### src/rtl/ps2_key_sequencer.sv
// -----------------------------------------------------------------------------
// ps2_key_sequencer
//
// This block turns PS/2 Set-2 scan-code bytes into ASCII characters and queues
// them in a small output FIFO.
//   - A prefix decoder FSM (IDLE/BRK/EXT/EXT_BRK) separates make codes, break
//     codes (0xF0 prefix) and extended codes (0xE0 prefix). Extended keys are
//     discarded.
//   - The block tracks left/right shift. Letters become upper case when
//     shift XOR caps-lock is true.
//   - Each mapped make code, including typematic repeats, writes one character
//     into a FIFO_DEPTH-entry FIFO. If the FIFO is full and no pop happens in
//     the same cycle, the character is dropped and overflow pulses for one
//     cycle.
//
// Optional feature: define PS2_CAPSLOCK_EN to add caps-lock handling. When the
// macro is undefined, 0x58 is an unmapped code and caps_led is tied to 0.
//
// Ports
//   clk_50MHz   in   system clock, all logic on the rising edge
//   rst_n       in   asynchronous active-low reset
//   char[7:0]   in   scan-code byte, valid when wrreq=1
//   wrreq       in   one-cycle strobe for a new byte on char
//   ascii[7:0]  out  FIFO head character (0x00 when the FIFO is empty)
//   out_valid   out  FIFO is non-empty
//   out_ready   in   consumer takes the head when out_valid=1
//   overflow    out  one-cycle pulse when a character is dropped
//   shift_held  out  left or right shift is held
//   caps_led    out  caps-lock toggle state
//   fifo_count  out  current FIFO occupancy
// -----------------------------------------------------------------------------
module ps2_key_sequencer #(
  parameter int FIFO_DEPTH = 4
) (
  input  logic                          clk_50MHz,
  input  logic                          rst_n,
  input  logic [7:0]                    char,
  input  logic                          wrreq,
  output logic [7:0]                    ascii,
  output logic                          out_valid,
  input  logic                          out_ready,
  output logic                          overflow,
  output logic                          shift_held,
  output logic                          caps_led,
  output logic [$clog2(FIFO_DEPTH):0]   fifo_count
);

  localparam int AW = $clog2(FIFO_DEPTH);
  localparam int CW = AW + 1;

  localparam logic [7:0] SC_BREAK   = 8'hF0;
  localparam logic [7:0] SC_EXT     = 8'hE0;
  localparam logic [7:0] SC_LSHIFT  = 8'h12;
  localparam logic [7:0] SC_RSHIFT  = 8'h59;
`ifdef PS2_CAPSLOCK_EN
  localparam logic [7:0] SC_CAPS    = 8'h58;
`endif

  typedef enum logic [1:0] {
    ST_IDLE,
    ST_BRK,
    ST_EXT,
    ST_EXT_BRK
  } state_t;

  typedef struct packed {
    logic       mapped;
    logic       letter;
    logic [7:0] code;     // lower-case ASCII for letters
  } xlate_t;

  // Set-2 make code to ASCII. Letters are returned in lower case. The caller
  // converts them to upper case when needed.
  function automatic xlate_t xlate(input logic [7:0] sc);
    xlate_t r;
    r = '{mapped: 1'b1, letter: 1'b1, code: 8'h00};
    case (sc)
      8'h1C: r.code = 8'h61;  8'h32: r.code = 8'h62;  8'h21: r.code = 8'h63;
      8'h23: r.code = 8'h64;  8'h24: r.code = 8'h65;  8'h2B: r.code = 8'h66;
      8'h34: r.code = 8'h67;  8'h33: r.code = 8'h68;  8'h43: r.code = 8'h69;
      8'h3B: r.code = 8'h6A;  8'h42: r.code = 8'h6B;  8'h4B: r.code = 8'h6C;
      8'h3A: r.code = 8'h6D;  8'h31: r.code = 8'h6E;  8'h44: r.code = 8'h6F;
      8'h4D: r.code = 8'h70;  8'h15: r.code = 8'h71;  8'h2D: r.code = 8'h72;
      8'h1B: r.code = 8'h73;  8'h2C: r.code = 8'h74;  8'h3C: r.code = 8'h75;
      8'h2A: r.code = 8'h76;  8'h1D: r.code = 8'h77;  8'h22: r.code = 8'h78;
      8'h35: r.code = 8'h79;  8'h1A: r.code = 8'h7A;
      default: begin
        r.letter = 1'b0;
        case (sc)
          8'h45: r.code = 8'h30;  8'h16: r.code = 8'h31;  8'h1E: r.code = 8'h32;
          8'h26: r.code = 8'h33;  8'h25: r.code = 8'h34;  8'h2E: r.code = 8'h35;
          8'h36: r.code = 8'h36;  8'h3D: r.code = 8'h37;  8'h3E: r.code = 8'h38;
          8'h46: r.code = 8'h39;
          8'h29: r.code = 8'h20;  // space
          8'h5A: r.code = 8'h0D;  // enter
          8'h66: r.code = 8'h08;  // backspace
          default: r.mapped = 1'b0;
        endcase
      end
    endcase
    return r;
  endfunction

  // ---------------------------------------------------------------------------
  // State
  // ---------------------------------------------------------------------------
  state_t          state_q, state_d;
  logic            lshift_q, lshift_d;
  logic            rshift_q, rshift_d;
  logic            rst_done_q, rst_done_d;
  logic            overflow_q, overflow_d;
  logic [AW-1:0]   wr_ptr_q, wr_ptr_d;
  logic [AW-1:0]   rd_ptr_q, rd_ptr_d;
  logic [CW-1:0]   count_q, count_d;
  logic [7:0]      mem [FIFO_DEPTH];
`ifdef PS2_CAPSLOCK_EN
  logic            caps_led_q, caps_led_d;
  logic            caps_held_q, caps_held_d;
`endif

  logic            caps_state;
  logic            wr_en;
  logic            push;
  logic [7:0]      push_data;
  logic            do_push;
  logic            pop;
  logic            full;
  xlate_t          xl;

`ifdef PS2_CAPSLOCK_EN
  assign caps_state = caps_led_q;
`else
  assign caps_state = 1'b0;
`endif

  // A byte strobed on the first edge after reset release is ignored.
  // rst_done_q becomes 1 only after that first edge.
  assign wr_en = wrreq & rst_done_q;
  assign xl    = xlate(char);

  // ---------------------------------------------------------------------------
  // Prefix decoder and key-state tracking
  // ---------------------------------------------------------------------------
  always_comb begin
    // NOTE: every signal written here gets a default first, so no path can
    // leave one unassigned and infer a latch.
    state_d    = state_q;
    lshift_d   = lshift_q;
    rshift_d   = rshift_q;
    push       = 1'b0;
    push_data  = 8'h00;
    rst_done_d = 1'b1;
`ifdef PS2_CAPSLOCK_EN
    caps_led_d  = caps_led_q;
    caps_held_d = caps_held_q;
`endif

    if (wr_en) begin
      unique case (state_q)
        ST_IDLE: begin
          if (char == SC_BREAK) begin
            state_d = ST_BRK;
          end else if (char == SC_EXT) begin
            state_d = ST_EXT;
          end else begin
            // Make code. Shift and caps are modifier keys. Every mapped key,
            // including repeats, queues one character.
            if (char == SC_LSHIFT) lshift_d = 1'b1;
            if (char == SC_RSHIFT) rshift_d = 1'b1;
`ifdef PS2_CAPSLOCK_EN
            if (char == SC_CAPS) begin
              // Toggle only on the first make. Typematic repeats do not toggle.
              if (!caps_held_q) caps_led_d = ~caps_led_q;
              caps_held_d = 1'b1;
            end
`endif
            push      = xl.mapped;
            push_data = (xl.letter && (shift_held ^ caps_state))
                        ? (xl.code - 8'h20) : xl.code;
          end
        end
        ST_BRK: begin
          if (char == SC_LSHIFT) lshift_d = 1'b0;
          if (char == SC_RSHIFT) rshift_d = 1'b0;
`ifdef PS2_CAPSLOCK_EN
          if (char == SC_CAPS) caps_held_d = 1'b0;
`endif
          state_d = ST_IDLE;
        end
        ST_EXT: begin
          state_d = (char == SC_BREAK) ? ST_EXT_BRK : ST_IDLE;
        end
        ST_EXT_BRK: begin
          state_d = ST_IDLE;
        end
        default: state_d = ST_IDLE;
      endcase
    end
  end

  // ---------------------------------------------------------------------------
  // Output FIFO control
  // ---------------------------------------------------------------------------
  assign full    = (count_q == CW'(FIFO_DEPTH));
  assign pop     = (count_q != '0) && out_ready;
  // A push into a full FIFO is accepted when the same edge pops the head.
  assign do_push = push && (!full || pop);

  always_comb begin
    wr_ptr_d   = wr_ptr_q;
    rd_ptr_d   = rd_ptr_q;
    count_d    = count_q;
    overflow_d = push && full && !pop;
    if (do_push) wr_ptr_d = wr_ptr_q + AW'(1);
    if (pop)     rd_ptr_d = rd_ptr_q + AW'(1);
    unique case ({do_push, pop})
      2'b10:   count_d = count_q + CW'(1);
      2'b01:   count_d = count_q - CW'(1);
      default: count_d = count_q;
    endcase
  end

  // ---------------------------------------------------------------------------
  // Registers
  // ---------------------------------------------------------------------------
  always_ff @(posedge clk_50MHz or negedge rst_n) begin
    // NOTE: sequential state uses non-blocking assignments, so every flop
    // samples values from before the edge no matter how the statements are
    // ordered.
    if (!rst_n) begin
      state_q    <= ST_IDLE;
      lshift_q   <= 1'b0;
      rshift_q   <= 1'b0;
      rst_done_q <= 1'b0;
      overflow_q <= 1'b0;
      wr_ptr_q   <= '0;
      rd_ptr_q   <= '0;
      count_q    <= '0;
`ifdef PS2_CAPSLOCK_EN
      caps_led_q  <= 1'b0;
      caps_held_q <= 1'b0;
`endif
    end else begin
      state_q    <= state_d;
      lshift_q   <= lshift_d;
      rshift_q   <= rshift_d;
      rst_done_q <= rst_done_d;
      overflow_q <= overflow_d;
      wr_ptr_q   <= wr_ptr_d;
      rd_ptr_q   <= rd_ptr_d;
      count_q    <= count_d;
`ifdef PS2_CAPSLOCK_EN
      caps_led_q  <= caps_led_d;
      caps_held_q <= caps_held_d;
`endif
    end
  end

  // NOTE: the FIFO storage has no reset. The head is masked while the FIFO is
  // empty, so stale contents are never visible.
  always_ff @(posedge clk_50MHz) begin
    if (do_push) mem[wr_ptr_q] <= push_data;
  end

  // ---------------------------------------------------------------------------
  // Outputs
  // ---------------------------------------------------------------------------
  assign out_valid  = (count_q != '0);
  assign ascii      = out_valid ? mem[rd_ptr_q] : 8'h00;
  assign overflow   = overflow_q;
  assign shift_held = lshift_q | rshift_q;
  assign caps_led   = caps_state;
  assign fifo_count = count_q;

endmodule

### config.mk
export PLATFORM = sky130hd
export DESIGN_NAME = ps2_key_sequencer
export DESIGN_NICKNAME = d
export VERILOG_FILES = /design/src/rtl/ps2_key_sequencer.sv
export SDC_FILE = /design/constraint.sdc
export NUM_CORES = 1
export LEC_CHECK = 0
export CORE_ASPECT_RATIO = 1.25
export CORE_MARGIN = 2
export CORE_UTILIZATION = 58
export CTS_BUF_LIST = sky130_fd_sc_hd__clkbuf_16
export DETAILED_ROUTE_END_ITERATION = 16
export GPL_ROUTABILITY_DRIVEN = 1
export PLACE_DENSITY = 0.77
export SYNTH_ARGS = -nofsm -noshare
export SYNTH_HDL_FRONTEND = slang
export SYNTH_SLANG_ARGS = --single-unit
### constraint.sdc
create_clock -name clk_50MHz -period 2.4 [get_ports clk_50MHz]
set_input_delay 0.24 -clock clk_50MHz [delete_from_list [all_inputs] [get_ports clk_50MHz]]
set_output_delay 0.24 -clock clk_50MHz [all_outputs]
set_load 0.01 [all_outputs]
Yosys cells after proc, flatten, opt, wreduce, memory -nomap -nowiden
Memory sizes are Yosys's and may differ from the RTL's. Cells that the tools add are included.

Output and inout port bits: 15. Memory bits (writable): 32. Flip-flop bits (word level): 13. Word-level logic and storage cells: 121. Bits of input ports: 12. Memories kept: 1.

Equality and inequality tests: 56. Bitwise gates (word level): 2. Reductions and logical operators: 18. $add $sub $neg: 5. Multiplexer cells: 31.

Memory list: mem (depth 4, bits a word 8, rd ports 1, clocked after memory_dff 0, wr ports 1, line 115) `logic [7:0] mem [FIFO_DEPTH];`.

Operators by type and width (count): 8-bit by 6-bit == test with 1-bit output, second input constant (23); 7-bit case mux with 26 select lines (1); 8-bit by 7-bit == test with 1-bit output, second input constant (10); 6-bit case mux with 13 select lines (1); 8-bit by 5-bit == test with 1-bit output, second input constant (8); 8-bit 2-to-1 mux (6); 26-bit OR reduction (1); 8-bit == test, second input constant (2); 1-bit 2-to-1 mux (15); 13-bit OR reduction (1); 2-bit inequality test, second input constant (6); 6-bit AND reduction (2); 2-bit 2-to-1 mux (4); 8-bit by 6-bit subtractor with 8-bit output, second input constant (1); 2-bit == test, second input constant (3); 2-bit case mux with 3 select lines (1); 3-bit case mux with 2 select lines (1); 1-bit logical AND (5); 2-bit by 1-bit adder with 2-bit output, second input constant (2); 2-bit by 1-bit == test with 1-bit output, second input constant (2); 1-bit case mux with 2 select lines (2); 2-bit nonzero test (2); 3-bit by 1-bit adder with 3-bit output, second input constant (1); 3-bit == test, second input constant (1); other kinds (10) (11).

Longest topological paths before layout
Depth after elaboration: 11. Mapped depth: 12. Gate-level depth less buffers: 10.

Worst setup path before layout
OpenSTA, ideal clock, no wires.

Path kind: input -> register. From: input char[3]. To: memory mem[0][0], enable pin. Stages on the path: 7. Buffers on the path: 1. Arrival: 1.964 ns. Required time: 2.068 ns. Setup time: 0.332 ns. Setup slack: 0.105 ns. Path through: buf_2 > or4b_4 > o21ai_2 > o2bb2ai_2 > nor3_2 > a311oi_2 > and2_1.

Cells in the longest elaborated chain, start to end: 11. Elaborated cells between the ends (all ways): 52. Those cells by class: eq/ne: 41; mux: 8; reduce/logical: 3.

RTL lines: start: declaration (line 37) `input logic [7:0] char,`; 8-bit by 7-bit == test with 1-bit output, or another cell as far along (line 89) `case (sc)`; 13-bit OR reduction (no source line); 1-bit 2-to-1 mux (line 89); 2-bit 2-to-1 mux (line 77) `case (sc)`; 1-bit 2-to-1 mux (line 163) `end else if (char == SC_EXT) begin`; 1-bit 2-to-1 mux (*) (line 161) `if (char == SC_BREAK) begin`; 1-bit 2-to-1 mux (*) (line 159) `unique case (state_q)`; 1-bit 2-to-1 mux (*) (line 158) `if (wr_en) begin`; 1-bit logical AND (*) (line 207) `assign do_push = push && (!full || pop);`; 1-bit 2-to-1 mux (*) (line 262) `if (do_push) mem[wr_ptr_q] <= push_data;`; 1-bit 2-to-1 mux (not written as such) (*) (line 262); end: declaration (line 115).

Mark *: on every way between the ends. The rest lies on a longest branch, timed or not.

Final worst setup path
From: input char[3]. To: memory mem[3][4] (data pin).

Cells in the longest elaborated chain, start to end: 9. Elaborated cells between the ends (all ways): 52. Those cells by class: add/sub: 1; eq/ne: 41; mux: 8; reduce/logical: 2.

RTL lines: 8-bit by 7-bit == test with 1-bit output, or another cell as far along (line 89); 6-bit case mux with 13 select lines / 26-bit OR reduction (equally long branches); 7-bit case mux with 26 select lines / 2-bit 2-to-1 mux (equally long branches) (line 77); 8-bit by 6-bit subtractor with 8-bit output / 1-bit logical AND (equally long branches) (line 179, 178); 8-bit 2-to-1 mux (line 179) `? (xl.code - 8'h20) : xl.code;`; 8-bit 2-to-1 mux (line 163); 8-bit 2-to-1 mux (*) (line 161); 8-bit 2-to-1 mux (*) (line 159); 8-bit 2-to-1 mux (*) (line 158); named net push_data[4] (line 124) `logic [7:0] push_data;`.

The timed path passes the listed nets; every way through them passes the cells marked *.

==> results.sh <==
export IMPL_outcome="finished, violations left"
export IMPL_failed_checks="setup timing"
export IMPL_postSynthAreaPerCell_um2=10.9
export IMPL_grt_max_degree=16
export IMPL_synth_compound_area_share_pct=14.2
export IMPL_total_power_uw=2970
export IMPL_grt_pass1_wl_mm=16.1
export IMPL_syn2layout_area_growth_pct=46.8
export IMPL_timing_rr_start="fifo_count[1]$_DFFE_PN0P_"
export IMPL_clk_pin_slew_ns=0.07
export IMPL_portBuffers=25
export IMPL_synth_xor_area_share_pct=3.01
export IMPL_gp_congestion=0.920
export IMPL_wirelength_mm=11.0
export IMPL_async_flop_share_pct=28.9
export IMPL_hpwlAfterDp_mm=6.30
export IMPL_synthMostInstantiatedCell="edfxtp_1"
export IMPL_timing_final_crit_share_pct=106
export IMPL_slew_viol_final=0
export IMPL_regToRegSetupSlack_ns=0.29
export IMPL_drc_errors=0
export IMPL_yosysTopAreaCellShare_pct=33.1
export IMPL_ant_nets=0
export IMPL_nFillCells=204
export IMPL_worst_pin_slew_ns=0.739
export IMPL_ir_worst_vdd_v=0.000437
export IMPL_rows=28
export IMPL_fin_cells=439
export IMPL_yosysWarningCount=0
export IMPL_fmax_mhz=393
export IMPL_grt_total_usage_pct=39.2
export IMPL_rsz0062_at_grt="yes"
export IMPL_die_width_um=67.3
export IMPL_insertion_delay_ns=0.29
export IMPL_worstSetupPathType="in -> reg"
export IMPL_clock_sinks=45
export IMPL_cp_arrival_ns=2.66
export IMPL_die_y_um=83.1
export IMPL_r2r_cells=7
export IMPL_endpoint_kind="register"
export IMPL_yosysSeqAreaShare_pct=44.3
export IMPL_num_antenna_cells=0
export IMPL_dpl_worst_slack_ns=-0.678
export IMPL_slew_headroom_pct=50.6
export IMPL_ys_flop_type="edfxtp_1"
export IMPL_yosys_area_share_adder_pct=2.41
export IMPL_cts_buffer_depth=2
export IMPL_synthSimpleGateAreaFrac_pct=23.1
export IMPL_synth_mux_area_share_pct=7.71
export IMPL_initial_core_util_pct=61.0
export IMPL_core_um2=4760
export IMPL_p_leak_uw=0.00169
export IMPL_finalClockSkew_ns=0.00696
export IMPL_regToRegEndpoint="fifo_count[2]$_DFFE_PN0P_"
export IMPL_grt_pass1_vias=2975
export IMPL_drt_iter0_markers=427
export IMPL_required_ns=2.51
export IMPL_via_count=3049
export IMPL_synth_edf_count=32
export IMPL_ios=27
export IMPL_min_path_type="in -> async"
export IMPL_dieArea_um2=5600
export IMPL_final_layout_size_suffix_gt1_share_pct=43.0
export IMPL_synth_area_leaders="edfxtp_1 33%, dfrtp_1 11%, mux4_2 6.2%"
export IMPL_synthCells=267
export IMPL_powerDensity_nw_per_um2=697
export IMPL_post_route_min_period_ns=2.55
export IMPL_cts_htree_levels=2
export IMPL_synth_top_area_cell="edfxtp_1"
export IMPL_drv_cap=0
export IMPL_cts_tree="done"
export IMPL_path_max_fanout=8
export IMPL_place_inst=415
export IMPL_root_buffer="clkbuf_16"
export IMPL_antenna_found_initial=0
export IMPL_synth_top_family_by_area="simple AND/OR/NAND/NOR gates"
export IMPL_yosys_register_bits=45
export IMPL_synth_cell_types=71
export IMPL_synth_area_um2=2910
export IMPL_grt_overflow_total=0
export IMPL_worst_setup_path_start_kind="input port"
export IMPL_setup_viol=40
export IMPL_cts_buffers=5
export IMPL_routedWlPerCell_um=25.0
export IMPL_vias_per_cell=6.95
export IMPL_layout_setup_ws_ns=-0.146
export IMPL_hold_violations=0
export IMPL_nNetsFinal=395
export IMPL_synth_common_cells="32 x edfxtp_1, 18 x nand2_1, 13 x and2_1, 13 x dfrtp_1, 13 x nor2_1"
export IMPL_dr_pass1_iters=6
-- kinds of logic (layout without fill, tap and decap cells) --
logic type	after synthesis	in the layout
AND/OR/NAND/NOR	111	111
AO/OA/AOI/OAI	55	55
flip-flops	45	45
buffers and inverters	27	135
multiplexers	12	12
XOR/XNOR	10	10
adder cells (fa/ha/maj)	5	5
other	2	6
-- state kept, by name, indices dropped and copies added (netlist names) --
signal and count:
state_q 2, rshift_q 1, rd_ptr_q 2, lshift_q 1, wr_ptr_q 2, overflow 1, rst_done_q 1, fifo_count 3
mem 32
-- per-layer routing --
| layer | vias to the layer above | global-route usage, % | part of all wire [%] | wire [um] |
|---|---|---|---|---|
| met5 | - | 0 | 0 | 0 |
| met4 | 0 | 23.2 | 8.4 | 918 |
| met3 | 102 | 8.13 | 10 | 1110 |
| met2 | 307 | 65.2 | 49 | 5360 |
| met1 | 1414 | 44.9 | 33 | 3590 |
| li1 | 1226 | - | - | - |
-- area by class of cell --
cell class,count,area [um^2],share of cell area [%]
clock inverter,2,8.76,0.205
timing repair buffer,121,1010,23.8
tap,60,75.1,1.76
clock buffer,6,150,3.52
sequential,45,1290,30.1
inverter,6,22.5,0.528
multi-input combinational,199,1710,40.1
-- metrics by stage --
step / hold slack (ns) / area (um^2) / setup TNS [ns] / util (%)
after global placement: 0.481 / 3760 / -28.96 / 78.9
after global routing: 0.450 / 4270 / -5.42 / 89.5
after CTS: 0.413 / 4160 / 0 / 87.2
after detailed placement: 0.491 / 3760 / -31.09 / 78.9
after floorplan: -0.0556 / 2920 / 0 / -
final: 0.396 / 4270 / -1.66 / 89.5
-- placed cells by master (no fill, tap or decap), types with 4 or more instances in the layout --
cell type	instances
buf_4	84
xnor2_1	8
and2_1	8
buf_6	8
nand3b_1	4
dlygate4sd2_1	5
dfrtp_1	13
nor3_1	4
nor4_1	5
a31oi_1	6
nand4_1	6
clkbuf_16	6
a21oi_1	7
o21ai_0	5
ha_1	4
clkdlybuf4s50_1	17
inv_1	6
nor2_1	12
nor2b_1	6
conb_1	6
nand3_1	5
edfxtp_1	32
nand2b_1	8
nand2_1	16
mux4_2	8
and2_4	4
-- report_power, final --
| part | switching [uW] | internal, uW |
|---|---|---|
| sequential | 116 | 903 |
| combinational | 555 | 653 |
| clock | 301 | 444 |
| total | 972 | 2000 |
-- worst max-delay path, stage by stage --
cell and delay [ns]:
dlygate4sd2_1 0.25, buf_6 0.15, buf_4 0.14, nor4b_2 0.33
a31oi_1 0.10, o22ai_2 0.18, nor3_4 0.08, buf_4 0.14
a31o_2 0.31, nor3_1 0.41, o31a_1 0.31
-- worst max-delay path by stage --
stage	from	slack (ns)	end
final	char[3]	-0.15	mem[3][4]$_DFFE_PP_
after global placement	char[5]	-0.61	fifo_count[2]$_DFFE_PN0P_
after detailed placement	char[4]	-0.68	mem[1][2]$_DFFE_PP_
after global routing	char[3]	-0.23	mem[3][4]$_DFFE_PP_
after CTS	char[5]	0.005	mem[2][0]$_DFFE_PP_
after floorplan	char[3]	0.10	mem[0][0]$_DFFE_PP_
-- timing repair --
| item | in CTS | in global routing |
|---|---|---|
| pin swaps | 14 | 13 |
| gates resized for setup | 41 | 24 |
| hold buffers | 0 | 0 |
| gates cloned | 1 | 0 |
| setup buffers | 9 | 6 |
| endpoints found under the setup margin | 61 | 60 |
(Power assumes the default switching activity.)
==> edit 1 (config.mk and constraints unchanged) <==
Encoding of `state_t`: now one-hot (4 bits for 4 states).
--- a/src/rtl/ps2_key_sequencer.sv
+++ b/src/rtl/ps2_key_sequencer.sv
@@ -57,9 +57,9 @@
 `endif
 
-  typedef enum logic [1:0] {
-    ST_IDLE,
-    ST_BRK,
-    ST_EXT,
-    ST_EXT_BRK
+  typedef enum logic [3:0] {
+    ST_IDLE    = 4'b0001,
+    ST_BRK     = 4'b0010,
+    ST_EXT     = 4'b0100,
+    ST_EXT_BRK = 4'b1000
   } state_t;
 
Behaviour: same outputs for any inputs over 4 cycles, from zero or initial values and one cycle with rst_n low; so few cycles prove little.
==> edit 1 against the original RTL <==
- the flow still finishes with violations (negative setup slack)
- power rose by 4.0%
- area after synthesis rose by 2.6%
- sequential cell count rose by 2
- global-route usage fell by 4.8 points
- setup slack improved by 0.11 ns
- design area rose by 0.94%
- wire length fell by 4.5%
- sequential share of layout area rose by 0.91 points
- fmax rose by 4.7%
==> edit 1: results <==
metrics = {
    "layout": {
        "fill_cells": 249,
        "nonClkBufAreaFrac_pct": 22.5,
        "nMultiInputCombCells": 209,
        "multi_input_area_sq_um": 1730,
        "n_all_buffers": 115,
        "clk_share_pct": 3.92,
        "clkbuf_count": 5,
        "drive_gt1_share_pct": 40.3,
        "inv_count": 6,
        "layout.nets": 401,
        "largest_reg_flops": 32,
        "design.seq.count": 47,
        "seq_share_pct": 31.1,
    },
    "setup_path": {
        "cp_max_fo": 8,
        "cpLargestDelayFamily": "compound AO/OA/AOI/OAI gates",
        "r2r_slack_ns": 0.23,
        "r2r.worst_path.cells": 6,
        "crit_slowest_cell": "a31oi_1",
        "cp.arrival_ns": 2.49,
        "reg2reg_from": "fifo_count[1]",
    },
    "timing": {
        "setup_viol_count_final": 4,
        "slew_headroom_pct": 49.6,
        "fin_skew_ns": 0.0128,
        "setup_slack_ns": -0.0329,
    },
    "synthesis": {
        "synth-seq-area-share_pct": 44.8,
        "ys_types": 70,
        "yosys-top-cells-count": "32 x edfxtp_1, 26 x nand2_1, 23 x nor2_1, 15 x a21oi_1",
        "synth_edf_count": 32,
        "async_flop_share_pct": 31.9,
        "yosys_warnings": 0,
        "synth_area_leaders": "edfxtp_1 32%, dfrtp_1 12%, mux4_2 6.0%",
        "netlist.area_leader.share_pct": 32.2,
    },
    "drt": {
        "firstDrtPassIters": 7,
        "wl_per_cell_um": 23.4,
        "drt_iter0_drc": 339,
        "viasPerCell": 6.71,
    },
    "global_route": {
        "grt_pass1_vias": 2853,
        "grt_pass1_wl_um": 14500,
        "track_usage_pct": 34.4,
        "grt_max_degree": 16,
    },
    "placed_design": {
        "place_congestion": 0.945,
        "placed_cell_area_sq_um": 3780,
        "dp_hpwl_um": 6080,
    },
    "pwr": {
        "leakage_nw": 1.69,
        "cellPowerDensity_nw_per_um2": 718,
        "irDropWorstVdd_v": 0.000482,
    },
    "hold_path": {
        "hp-class": "input pin to async pin",
    },
    "status": {
        "violations": "negative setup slack",
        "status": "finished with violations",
    },
    "clock_network": {
        "cts_resized": 42,
        "post_cts_buffers": 11,
    },
}
edit 1: per-stage QoR:
step	TNS (ns)	hold WS [ns]	cells	setup slack, ns
finish	-0.126	0.381	447	-0.0329
global route	-0.593	0.421	447	-0.0481
CTS	0	0.379	441	0.0146
detailed placement	-24.38	0.510	420	-0.580
global placement	-25.03	0.500	420	-0.615
floorplan	-0.174	-0.0556	281	-0.135
edit 1: worst max path at each step:
| stage | startpoint | to | slack [ns] | cells past startpoint |
|---|---|---|---|---|
| 6_report | char[7] | mem[3][2] | -0.03 | 11 |
| 5_1_grt | char[0] | fifo_count[2] | -0.05 | 13 |
| 4_1_cts | char[4] | fifo_count[2] | 0.01 | 11 |
| 3_5_place_dp | char[1] | mem[2][7] | -0.58 | 10 |
| 3_3_place_gp | char[1] | mem[1][2] | -0.62 | 10 |
| 2_1_floorplan | char[7] | fifo_count[2] | -0.14 | 11 |
edit 1: metal layers:
layer	GRT usage, %	up-vias	wire [um]
met4	18.2	0	917
li1	-	1252	-
met3	6.84	104	957
met5	0	-	0
met1	40.2	1385	3590
met2	57.9	258	5020
edit 1: cell families (layout without fill, tap and decap cells):
| group | after synthesis | after routing | share of synthesized area, % |
|---|---|---|---|
| multiplexers | 10 | 10 | 6.75 |
| AO/OA/AOI/OAI | 65 | 65 | 15.9 |
| flip-flops | 47 | 47 | 44.8 |
| AND/OR/NAND/NOR | 116 | 116 | 23.8 |
| adder cells (fa/ha/maj) | 5 | 5 | 2.35 |
| other | 2 | 6 | 0.252 |
| XOR/XNOR | 7 | 7 | 2.06 |
| buffers and inverters | 25 | 129 | 4.07 |
edit 1: report_power, final:
group	leakage, nW	internal, mW	switching [mW]
combinational	1.12	0.678	0.544
clock	0.0838	0.492	0.327
sequential	0.489	0.936	0.114
total	1.69	2.11	0.985
==> edit 2 (same flow settings) <==
Made on the original files. The parameter `FIFO_DEPTH` goes from 4 to 8.
--- a/src/rtl/ps2_key_sequencer.sv
+++ b/src/rtl/ps2_key_sequencer.sv
@@ -31,5 +31,5 @@
 // -----------------------------------------------------------------------------
 module ps2_key_sequencer #(
-  parameter int FIFO_DEPTH = 4
+  parameter int FIFO_DEPTH = 8
 ) (
   input  logic                          clk_50MHz,
Ports: changed (resized fifo_count); port bits go from 27 to 28. The function was not compared with the original's and may differ.
==> edit 2 against the original RTL <==
- the run still ends with negative setup slack left
- count of clock-buffer cells in the layout grew 3
- area after synthesis increased by 49%
- sequential power up 76%
- utilization fell by 2.3 points
- register-to-register slack got worse by 0.44 ns
- sequential cell count up 35
- design area rose by 50%
- power is 73% higher
- non-clock buffer count increased by 33
- critical path type unchanged
- synthesized cell count increased by 24%
- via count up 25%
- combinational power grew 60%
- critical endpoint is now fifo_count[3]
- wire length is 36% higher
- setup slack worse by 0.18 ns
==> edit 2: results <==
metrics = {
    "status": {
        "status": "finished with violations",
        "violations": "negative setup slack",
    },
    "pwr": {
        "leakage_nw": 2.58,
        "p_sw_mw": 1.69,
        "seqPwrFrac_pct": 35.1,
        "clk-power_mw": 1.41,
        "pwr-share-clk_pct": 27.4,
    },
    "setup_path": {
        "reg2reg_from": "fifo_count[3]",
        "slowest_delay_ns": 0.54,
        "crit_slowest_cell": "or4b_4",
        "cp.arrival_ns": 2.94,
    },
    "timing": {
        "setup_slack_ns": -0.322,
        "fin_skew_ns": 0.00574,
        "setup_viol_count_final": 69,
    },
    "layout": {
        "layout.nets": 500,
    },
    "global_route": {
        "grt_max_degree": 19,
        "track_usage_pct": 34.6,
        "met2_usage_pct": 61.6,
        "grt_pass1_vias": 3663,
        "use_met3_pct": 7.80,
    },
    "synthesis": {
        "synth_fa_ha_area_share_pct": 1.62,
        "synth_area_leaders": "edfxtp_1 45%, dfrtp_1 9.3%, mux4_2 8.3%",
        "synth_xor_area_share_pct": 1.62,
    },
    "clock_network": {
        "cts_made_buffers": 9,
        "h-tree-depth": 3,
    },
    "placed_design": {
        "dp_cells": 525,
        "dp_hpwl_um": 7890,
    },
    "drt": {
        "drt_iter0_drc": 488,
    },
}
==> edit 2: changes by cell type after synthesis, moves of 4 or more <==
cell / unedited run / this run
and2_1: 13 / 1
and3b_1: 4 / 0
edfxtp_1: 32 / 64
nor2b_1: 8 / 3
nand3_1: 8 / 4
nand2b_1: 8 / 15
mux4_2: 8 / 16
inv_1: 5 / 10
nor2_1: 13 / 24
a31oi_1: 7 / 3
nor3_1: 4 / 11
mux2i_1: 1 / 9
a21o_1: 1 / 6
==> edit 2: what timing repair did <==
| item | in CTS | in global routing |
|---|---|---|
| resized for setup | 68 | 33 |
| pin swaps | 14 | 20 |
| setup endpoints to repair | 106 | 77 |
| buffers inserted | 24 | 13 |
| cloned | 3 | 0 |
==> edit 2: final cells by class <==
cell class                      instances  area (sq um)
Sequential cell                        80          2320
Multi-Input combinational cell        228          2150
Timing Repair Buffer                  154          1440
Fill cell                             303           935
Clock buffer                            9           225
Tap cell                               92           115
Clock inverter                          7          80.1
Inverter                               10          40.0
